### config.mk
export PLATFORM = sky130hd
export DESIGN_NAME = dadda_mac_acc
export DESIGN_NICKNAME = d
export VERILOG_FILES = /design/src/rtl/dadda_mac_pkg.sv /design/src/rtl/dadda_8.sv /design/src/rtl/dadda_mac_acc.sv
export SDC_FILE = /design/constraint.sdc
export NUM_CORES = 1
export LEC_CHECK = 0
export ABC_AREA = 1
export CORE_MARGIN = 1
export CORE_UTILIZATION = 33
export DETAILED_ROUTE_END_ITERATION = 6
export GPL_TIMING_DRIVEN = 0
export PLACE_DENSITY = 0.52
export SYNTH_ARGS = -nofsm -noshare
export SYNTH_HDL_FRONTEND = slang
export SYNTH_HIERARCHICAL = 1
export SYNTH_SLANG_ARGS = --single-unit
### constraint.sdc
create_clock -name clk -period 5.3 [get_ports clk]
set_clock_uncertainty 0.1 [all_clocks]
set_input_delay 1.59 -clock clk [delete_from_list [all_inputs] [get_ports clk]]
set_output_delay 1.59 -clock clk [all_outputs]
set_load 0.005 [all_outputs]
### src/rtl/dadda_mac_pkg.sv
// Shared types and constants for the Dadda multiply-accumulate block.
package dadda_mac_pkg;

   localparam int PROD_W    = 16;
   localparam int ACC_W_DEF = 20;
   localparam int CNT_W_DEF = 8;

   typedef enum logic [1:0] {
      ACC   = 2'd0,
      FLUSH = 2'd1,
      DONE  = 2'd2
   } state_e;

endpackage

### src/rtl/dadda_8.sv
// 8x8 unsigned Dadda multiplier: partial-product columns are reduced to
// heights 6, 4, 3, 2 with half/full adders, then summed by a final adder.
module dadda_8 (
   input  logic [7:0]  A,
   input  logic [7:0]  B,
   output logic [15:0] y
);

   localparam int NCOL  = 16;
   localparam int DEPTH = 16;
   localparam logic [3:0] D_TAB [4] = '{4'd6, 4'd4, 4'd3, 4'd2};

   // column NCOL is a sink for carries out of the top column (always zero)
   logic        cur_s  [NCOL+1][DEPTH];
   logic        nxt_s  [NCOL+1][DEPTH];
   logic [3:0]  hc_s   [NCOL+1];
   logic [3:0]  hn_s   [NCOL+1];
   logic [3:0]  k_s;
   logic [3:0]  rem_s;
   logic [4:0]  live_s;
   logic [3:0]  d_s;
   logic        x_s, y_s, z_s;
   logic [15:0] row0_s, row1_s;

   // partial-product generation and column-wise Dadda reduction
   always_comb begin
      for (int c = 0; c <= NCOL; c++) begin
         hc_s[c] = 4'd0;
         hn_s[c] = 4'd0;
         for (int j = 0; j < DEPTH; j++) begin
            cur_s[c][j] = 1'b0;
            nxt_s[c][j] = 1'b0;
         end
      end
      k_s    = 4'd0;
      rem_s  = 4'd0;
      live_s = 5'd0;
      d_s    = 4'd0;
      x_s    = 1'b0;
      y_s    = 1'b0;
      z_s    = 1'b0;
      row0_s = 16'd0;
      row1_s = 16'd0;

      for (int i = 0; i < 8; i++) begin
         for (int j = 0; j < 8; j++) begin
            cur_s[i+j][hc_s[i+j]] = A[i] & B[j];
            hc_s[i+j]             = hc_s[i+j] + 4'd1;
         end
      end

      for (int s = 0; s < 4; s++) begin
         d_s = D_TAB[s];
         for (int c = 0; c <= NCOL; c++) begin
            hn_s[c] = 4'd0;
            for (int j = 0; j < DEPTH; j++) begin
               nxt_s[c][j] = 1'b0;
            end
         end
         for (int c = 0; c < NCOL; c++) begin
            k_s = 4'd0;
            // compress only as far as needed to reach the stage target height
            for (int it = 0; it < 8; it++) begin
               rem_s  = hc_s[c] - k_s;
               live_s = {1'b0, rem_s} + {1'b0, hn_s[c]};
               x_s    = cur_s[c][k_s];
               y_s    = cur_s[c][k_s + 4'd1];
               z_s    = cur_s[c][k_s + 4'd2];
               if ((live_s > ({1'b0, d_s} + 5'd1)) && (rem_s >= 4'd3)) begin
                  nxt_s[c][hn_s[c]]     = x_s ^ y_s ^ z_s;
                  hn_s[c]               = hn_s[c] + 4'd1;
                  nxt_s[c+1][hn_s[c+1]] = (x_s & y_s) | (x_s & z_s) | (y_s & z_s);
                  hn_s[c+1]             = hn_s[c+1] + 4'd1;
                  k_s                   = k_s + 4'd3;
               end else if ((live_s > {1'b0, d_s}) && (rem_s >= 4'd2)) begin
                  nxt_s[c][hn_s[c]]     = x_s ^ y_s;
                  hn_s[c]               = hn_s[c] + 4'd1;
                  nxt_s[c+1][hn_s[c+1]] = x_s & y_s;
                  hn_s[c+1]             = hn_s[c+1] + 4'd1;
                  k_s                   = k_s + 4'd2;
               end else begin
                  k_s = k_s;
               end
            end
            for (int j = 0; j < DEPTH; j++) begin
               if ((4'(j) >= k_s) && (4'(j) < hc_s[c])) begin
                  nxt_s[c][hn_s[c]] = cur_s[c][j];
                  hn_s[c]           = hn_s[c] + 4'd1;
               end else begin
                  hn_s[c] = hn_s[c];
               end
            end
         end
         for (int c = 0; c <= NCOL; c++) begin
            hc_s[c] = hn_s[c];
            for (int j = 0; j < DEPTH; j++) begin
               cur_s[c][j] = nxt_s[c][j];
            end
         end
      end

      for (int c = 0; c < NCOL; c++) begin
         row0_s[c] = cur_s[c][0];
         row1_s[c] = cur_s[c][1];
      end
   end

   assign y = row0_s + row1_s;

endmodule

### src/rtl/dadda_mac_acc.sv
// Multiply-accumulate over dot-product vectors: a registered operand stage
// feeds the Dadda multiplier, whose product is added into a wrapping accumulator.
module dadda_mac_acc
   import dadda_mac_pkg::*;
#(
   parameter int ACC_W = ACC_W_DEF,
   parameter int CNT_W = CNT_W_DEF
) (
   input  logic             clk,
   input  logic             rst_n,
   input  logic             in_valid,
   output logic             in_ready,
   input  logic [7:0]       A,
   input  logic [7:0]       B,
   input  logic             in_last,
   output logic             out_valid,
   input  logic             out_ready,
   output logic [ACC_W-1:0] acc_out,
   output logic [CNT_W-1:0] cnt_out,
   output logic             ovf
);

   state_e             state_q, state_d;
   logic [7:0]         op_a_q, op_a_d;
   logic [7:0]         op_b_q, op_b_d;
   logic               op_last_q, op_last_d;
   logic               op_v_q, op_v_d;
   logic [ACC_W-1:0]   acc_q, acc_d;
   logic [CNT_W-1:0]   cnt_q, cnt_d;
   logic               ovf_q, ovf_d;
   logic               out_valid_q, out_valid_d;
   logic               accept_s;
   logic [PROD_W-1:0]  product_s;
   logic [ACC_W:0]     sum_s;

   dadda_8 u_mult (
      .A (op_a_q),
      .B (op_b_q),
      .y (product_s)
   );

   assign in_ready = (state_q == ACC);
   assign accept_s = in_valid && in_ready;
   assign sum_s    = {1'b0, acc_q} + {{(ACC_W + 1 - PROD_W){1'b0}}, product_s};

   // operand capture, accumulation and vector control
   always_comb begin
      state_d   = state_q;
      acc_d     = acc_q;
      cnt_d     = cnt_q;
      ovf_d     = ovf_q;
      op_a_d    = op_a_q;
      op_b_d    = op_b_q;
      op_last_d = op_last_q;
      op_v_d    = accept_s;

      if (accept_s) begin
         op_a_d    = A;
         op_b_d    = B;
         op_last_d = in_last;
      end else begin
         op_last_d = op_last_q;
      end

      if (op_v_q) begin
         acc_d = sum_s[ACC_W-1:0];
         ovf_d = ovf_q | sum_s[ACC_W];
         if (cnt_q == {CNT_W{1'b1}}) begin
            cnt_d = cnt_q;
         end else begin
            cnt_d = cnt_q + {{(CNT_W-1){1'b0}}, 1'b1};
         end
      end else begin
         acc_d = acc_q;
      end

      case (state_q)
         ACC: begin
            if (accept_s && in_last) begin
               state_d = FLUSH;
            end else begin
               state_d = ACC;
            end
         end
         FLUSH: begin
            state_d = DONE;
         end
         DONE: begin
            if (out_valid_q && out_ready) begin
               state_d = ACC;
               acc_d   = {ACC_W{1'b0}};
               cnt_d   = {CNT_W{1'b0}};
               ovf_d   = 1'b0;
            end else begin
               state_d = DONE;
            end
         end
         default: begin
            state_d = ACC;
         end
      endcase

      out_valid_d = (state_d == DONE);
   end

   // state registers
   always_ff @(posedge clk or negedge rst_n) begin
      if (!rst_n) begin
         state_q     <= ACC;
         op_a_q      <= 8'd0;
         op_b_q      <= 8'd0;
         op_last_q   <= 1'b0;
         op_v_q      <= 1'b0;
         acc_q       <= {ACC_W{1'b0}};
         cnt_q       <= {CNT_W{1'b0}};
         ovf_q       <= 1'b0;
         out_valid_q <= 1'b0;
      end else begin
         state_q     <= state_d;
         op_a_q      <= op_a_d;
         op_b_q      <= op_b_d;
         op_last_q   <= op_last_d;
         op_v_q      <= op_v_d;
         acc_q       <= acc_d;
         cnt_q       <= cnt_d;
         ovf_q       <= ovf_d;
         out_valid_q <= out_valid_d;
      end
   end

   assign out_valid = out_valid_q;
   assign acc_out   = acc_q;
   assign cnt_out   = cnt_q;
   assign ovf       = ovf_q;

endmodule

# Yosys cells after proc, flatten, opt, wreduce, memory -nomap -nowiden

Cells that the tools add are included.

Add/sub/neg operators: 3
Multiply operators: 0
Divide/modulo/power cells: 0
Order comparisons: 0
Equality and inequality tests: 4
Shift operators: 0
Muxes and demuxes: 13
Bitwise operators: 324
Reductions and logical operators: 4

Operator list:

| operator                                             | count |
|---|---|
| bitwise AND 1 bit                                    | 176 |
| XOR 1 bit                                            | 77 |
| OR 1 bit                                             | 71 |
| two-way mux 20 bit                                   | 3 |
| two-way mux 8 bit                                    | 4 |
| adder 20 x 16 -> 21 bit                              | 1 |
| adder 15 x 15 -> 16 bit                              | 1 |
| adder 8 x 1 -> 8 bit (second input constant)         | 1 |
| equality test 8 bit (second input constant)          | 1 |
| case mux 2 bit (3 select lines)                      | 1 |
| equality test 2 bit (second input constant)          | 2 |
| two-way mux 1 bit                                    | 4 |
| logical AND 1 bit                                    | 3 |
| equality test 2 x 1 -> 1 bit (second input constant) | 1 |
| logical NOT 2 bit                                    | 1 |
| two-way mux 2 bit                                    | 1 |

Flip-flop bits (word level): 49
Latch bits: 0
Memory bits (writable): 0
ROM bits: 0
Bits of input ports: 21
Output and inout bits: 31
Logic and storage cells: 356
Memories: 0

# Logic depth before layout (Yosys ltp)

Depth after elaboration: 19
Depth in mapped cells: 32
Mapped depth without buffers: 31

# By module

The synthesis kept the hierarchy.

Modules (own cells, without submodules):

| module        | times used | cells an instance | area an instance (um2) | seq. area each (um2) |
|---|---|---|---|---|
| dadda_mac_acc | 1          | 453               | 3125.5                 | 1226.2 |
| dadda_8       | 1          | 363               | 2230.9                 | 0.0 |

# Worst setup path before layout

Ideal clock, no wire load.

Kind: reg-to-reg
From: reg op_b_q[7]
To: reg acc_q[15] (netlist: acc_out[15])
Setup time: 0.113 ns
Arrival time: 4.671 ns
Data required time: 5.087 ns
Slack: 0.416 ns
Stages on the path, launching flop included: 31
Buffers on the path: 1
Clock period less this slack: 4.884 ns
Cells stage by stage: dfrtp_1 -> clkbuf_1 -> nand2_1 -> inv_1 -> fa_1 -> inv_1 -> fa_1 -> inv_1 -> fa_1 -> inv_1 -> fa_1 -> inv_1 -> ha_1 -> nand2_1 -> nand2_1 -> nand2_1 -> nand2_1 -> a21oi_1 -> nand2_1 -> nand2_1 -> nand2_1 -> ha_1 -> nand2_2 -> nor2_1 -> inv_1 -> nor3_1 -> nand2_1 -> nand3_1 -> nand3_1 -> nand2_1 -> inv_1

Longest elaborated chain between the ends: 18
Elaborated cells on any way between the ends: 152
Those cells by class: add/sub: 2; mux: 3; bitwise: 147

RTL lines:

| item                                 | RTL line             | text |
|---|---|---|
| from (decl)                          | dadda_mac_acc.sv:25  | `logic [7:0] op_b_q, op_b_d;` |
| from (signal assigned)               | dadda_mac_acc.sv:121 | `op_b_q <= op_b_d;` |
| bitwise AND 1 bit                    | dadda_8.sv:47        | `cur_s[i+j][hc_s[i+j]] = A[i] & B[j];` |
| bitwise AND 1 bit                    | dadda_8.sv:72        | `nxt_s[c+1][hn_s[c+1]] = (x_s & y_s) \| (x_s & z_s) \| (y_s & z_s);` |
| OR 1 bit (2 in series)               | dadda_8.sv:72        |  |
| bitwise AND 1 bit (on tied branches) | n/a                  |  |
| OR 1 bit (2 in series)               | dadda_8.sv:72        |  |
| bitwise AND 1 bit (on tied branches) | n/a                  |  |
| OR 1 bit (2 in series)               | dadda_8.sv:72        |  |
| bitwise AND 1 bit (on tied branches) | n/a                  |  |
| OR 1 bit (2 in series)               | dadda_8.sv:72        |  |
| adder 15 x 15 -> 16 bit (*)          | dadda_8.sv:108       | `assign y = row0_s + row1_s;` |
| named net product_s[14]              | dadda_mac_acc.sv:33  | `logic [PROD_W-1:0] product_s;` |
| adder 20 x 16 -> 21 bit (*)          | dadda_mac_acc.sv:44  | `assign sum_s = {1'b0, acc_q} + {{(ACC_W + 1 - PROD_W){1'b0}}, product_s};` |
| two-way mux 20 bit (*)               | dadda_mac_acc.sv:65  | `if (op_v_q) begin` |
| two-way mux 20 bit                   | dadda_mac_acc.sv:89  | `if (out_valid_q && out_ready) begin` |
| two-way mux 20 bit (*)               | dadda_mac_acc.sv:77  | `case (state_q)` |
| named net acc_d[15]                  | dadda_mac_acc.sv:28  | `logic [ACC_W-1:0] acc_q, acc_d;` |
| to (signal assigned)                 | dadda_mac_acc.sv:114 | `acc_q <= {ACC_W{1'b0}};` |
| to (decl)                            | dadda_mac_acc.sv:28  |  |

The timed path passes the listed nets; every way through them passes the cells marked *.
A chain may end at the register's enable or synchronous reset.

# Worst setup path after layout

From: reg op_a_q[0]
To: reg acc_q[13] (netlist: acc_out[13])

Elaborated cells on any way between the ends: 146
Those cells by class: add/sub: 2; mux: 3; bitwise: 141

RTL lines:

| item                                           | RTL line                     | text |
|---|---|---|
| from (decl)                                    | dadda_mac_acc.sv:24          | `logic [7:0] op_a_q, op_a_d;` |
| from (signal assigned)                         | dadda_mac_acc.sv:120         | `op_a_q <= op_a_d;` |
| bitwise AND 1 bit                              | dadda_8.sv:47                |  |
| bitwise AND 1 bit (tied with other cells)      | n/a                          |  |
| OR 1 bit (tied with other cells) (2 in series) | n/a                          |  |
| bitwise AND 1 bit (tied with other cells)      | dadda_8.sv:72                |  |
| OR 1 bit (tied with other cells)               | dadda_8.sv:72                |  |
| OR 1 bit / XOR 1 bit (equally long branches)   | dadda_8.sv:72, dadda_8.sv:70 |  |
| bitwise AND 1 bit (tied with other cells)      | dadda_8.sv:72                |  |
| OR 1 bit / XOR 1 bit (equally long branches)   | n/a                          |  |
| OR 1 bit / XOR 1 bit (equally long branches)   | dadda_8.sv:72, dadda_8.sv:70 |  |
| adder 15 x 15 -> 16 bit (*)                    | dadda_8.sv:108               |  |
| named net product_s[8]                         | dadda_mac_acc.sv:33          |  |
| adder 20 x 16 -> 21 bit (*)                    | dadda_mac_acc.sv:44          |  |
| two-way mux 20 bit (*)                         | dadda_mac_acc.sv:65          |  |
| two-way mux 20 bit                             | dadda_mac_acc.sv:89          |  |
| two-way mux 20 bit (*)                         | dadda_mac_acc.sv:77          |  |
| named net acc_d[13]                            | dadda_mac_acc.sv:28          |  |

Marks and branches as above.

==> impl_metrics.ini <==
[sta]
rsz0062_at_grt = yes
setup_viol_count_final = 0
tns_ns = 0
worst_slew_pin_slew_ns = 0.571
relSlewSlack_pct = 61.9
slew_viol_final = 0
finalHoldViolCount = 0
fin_crit_sh_pct = 94.0
timing.fmax_mhz = 201
period_minus_slack_ns = 4.98

[floorplan]
fp.dieW_um = 129
row_count = 46
core_um2 = 15900
start_util_pct = 33.7
die_area_um2 = 16700
design.portCount = 52
die_h_um = 129

[routing]
wl_per_cell_um = 11.9
via_per_inst = 4.40
drt_iter0_markers = 258
drc = 0
vias = 4811
routed_wl_um = 13000
dr.pass1.iters = 4
final_antenna_net_count = 0

[logic_synthesis]
syn_inst = 816
syn_area_per_cell_um2 = 6.56
ys.warnings.count = 6
synth_area_um2 = 5360
synth_top_area_share_pct = 22.9
ys_types = 32
synth-async-reset-ratio_pct = 100
ys_ff_latch = 49
syn_nets = 912
synth_area_leaders = dfrtp_1 23%, nand2_1 19%, fa_1 14%
synth_ff_type = dfrtp_1
seq_area_frac_synth_pct = 22.9
synth_edf_count = 0
synth_top_cell_by_area = dfrtp_1

[cts]
cts_made_buffers = 5
htreeDepth = 2
cts_root_buffer = clkbuf_16
clockBufferDepth = 2
clk_pin_slew_ns = 0.07
cts_hold_buf = 0
clock-sinks = 49
cts_tree = done
clk_latency_ns = 0.31

[global_route]
grt_util_all_layers_pct = 16.6
grt_pass1_wl_um = 22000
grt_max_degree = 39
grt.overflow.total = 0
first_global_vias = 4430
antenna_found_initial = 0

[finish]
drive_above_1_share_pct = 11.4
final_cell_mix = 261 x nand2_1, 175 x inv_1, 59 x nor2_1
nets = 973
final_common_cell = nand2_1
area_growth_pct = 23.1
fin_cells = 1094
multiInputGateArea_um2 = 3560
fill_cells = 1745
seq_area_um2 = 1240
diodes = 0

[placement]
placed_cells = 1084
routabilityCongestion = 0.835
port_buffers = 51
hpwl_um = 10700

[critical_path]
startpoint_type = flip-flop
critPathKind = flip-flop to flip-flop
cp-end-kind = flip-flop
required_ns = 5.40
cp_max_fo = 8
rrSetupSlack_ns = 0.32
cp.arrival_ns = 5.08

[run_status]
status = completed

[worst_hold_path]
hold_class = flip-flop to flip-flop

[job]
maxCapViolations = 0
==> critical path, cell delays in order, from the launching register on <==
cell	delay (ns)
dfrtp_2	0.48
nand2_1	0.09
inv_1	0.05
fa_1	0.52
inv_1	0.05
fa_1	0.49
inv_1	0.05
fa_1	0.47
inv_1	0.05
fa_1	0.49
inv_2	0.04
ha_4	0.28
nand2_2	0.06
nor2_1	0.16
a21oi_2	0.08
xnor2_1	0.13
ha_1	0.37
nand2_2	0.16
inv_1	0.07
a21oi_2	0.16
nor2_1	0.07
nor2_1	0.16
nand2_1	0.07
nand2_1	0.05
nand3_1	0.07
nand2_1	0.07
inv_1	0.03
==> cells by family (layout without fill, tap and decap cells) <==
group,Yosys count,count (layout),share of synthesized area (%)
DFF,49,49,22.9
buffers and inverters,205,267,14.6
AOI/OAI and AO/OA,59,59,6.21
adders and majority gates,75,75,22.7
and+or+nand+nor,420,420,32.3
xor gates and xnor gates,8,8,1.31
==> sequential cells by signal (all words and copies together), names as in the netlist <==
signal / cells
acc_out: 20
op_b_q: 8
op_a_q: 8
op_v_q: 1
state_q: 2
ovf: 1
out_valid: 1
cnt_out: 8
==> layout make-up <==
class | instances | area share [%]
well taps | 216 | 4.10
repair buffers | 63 | 9.22
flip-flops and latches | 49 | 18.8
multi-input cells | 562 | 54.0
plain buffers | 15 | 1.01
clock buffers | 5 | 1.90
clock inverters | 3 | 0.740
inverters | 181 | 10.3
==> per-layer routing <==
metal | up-vias | wire [um] | GRT usage [%]
li1 | 2571 | - | -
met1 | 2162 | 6690 | 24.6
met2 | 71 | 5760 | 25.9
met3 | 7 | 467 | 2.35
met4 | 0 | 68 | 2.28
met5 | - | 0 | 0
==> final timing paths <==
path	start	end	cells past startpoint
worst max-delay path	op_a_q[0]	acc_out[13]	26
max in group asynchronous	rst_n	op_a_q[3]	2
worst min-delay path	op_b_q[3]	op_b_q[3]	2
min in group asynchronous	rst_n	acc_out[16]	1
worst max register to register	op_a_q[0]	acc_out[13]	26
worst min register to register	op_b_q[3]	op_b_q[3]	2
==> per-stage QoR <==
step	setup WS [ns]	hold slack (ns)	util (%)	cell area, um2
6_report	0.319	0.379	41.5	6590
5_1_grt	-0.0138	0.394	41.5	6590
4_1_cts	0.00969	0.384	39.7	6300
3_5_place_dp	-0.170	0.364	38.7	6150
3_3_place_gp	-0.201	0.360	38.6	6140
2_1_floorplan	0.416	0.347	-	5360
==> synth_stat cells (2+ instances only) <==
cell type	n
a21oi_1	34
o21ai_0	14
nand4_1	7
nor3_2	2
clkbuf_1	18
dfrtp_1	49
buf_2	5
nand2_1	272
nand2_2	8
ha_1	38
fa_1	37
inv_2	2
o211ai_1	5
o21bai_1	2
nor3_1	8
nor2_1	66
or2_2	3
inv_1	178
xor2_1	5
nand3_1	48
xnor2_1	3
nand3_2	2
==> what timing repair did <==
item	in CTS	in global routing
buffers inserted	0	11
gates cloned	0	0
setup endpoints to repair	11	12
pin swaps	0	22
resized for setup	3	57
hold endpoints to repair	0	0
Power is left out: the tool's default activity adds up to more than one toggle a clock period on the data nets, which glitch-free logic cannot reach.
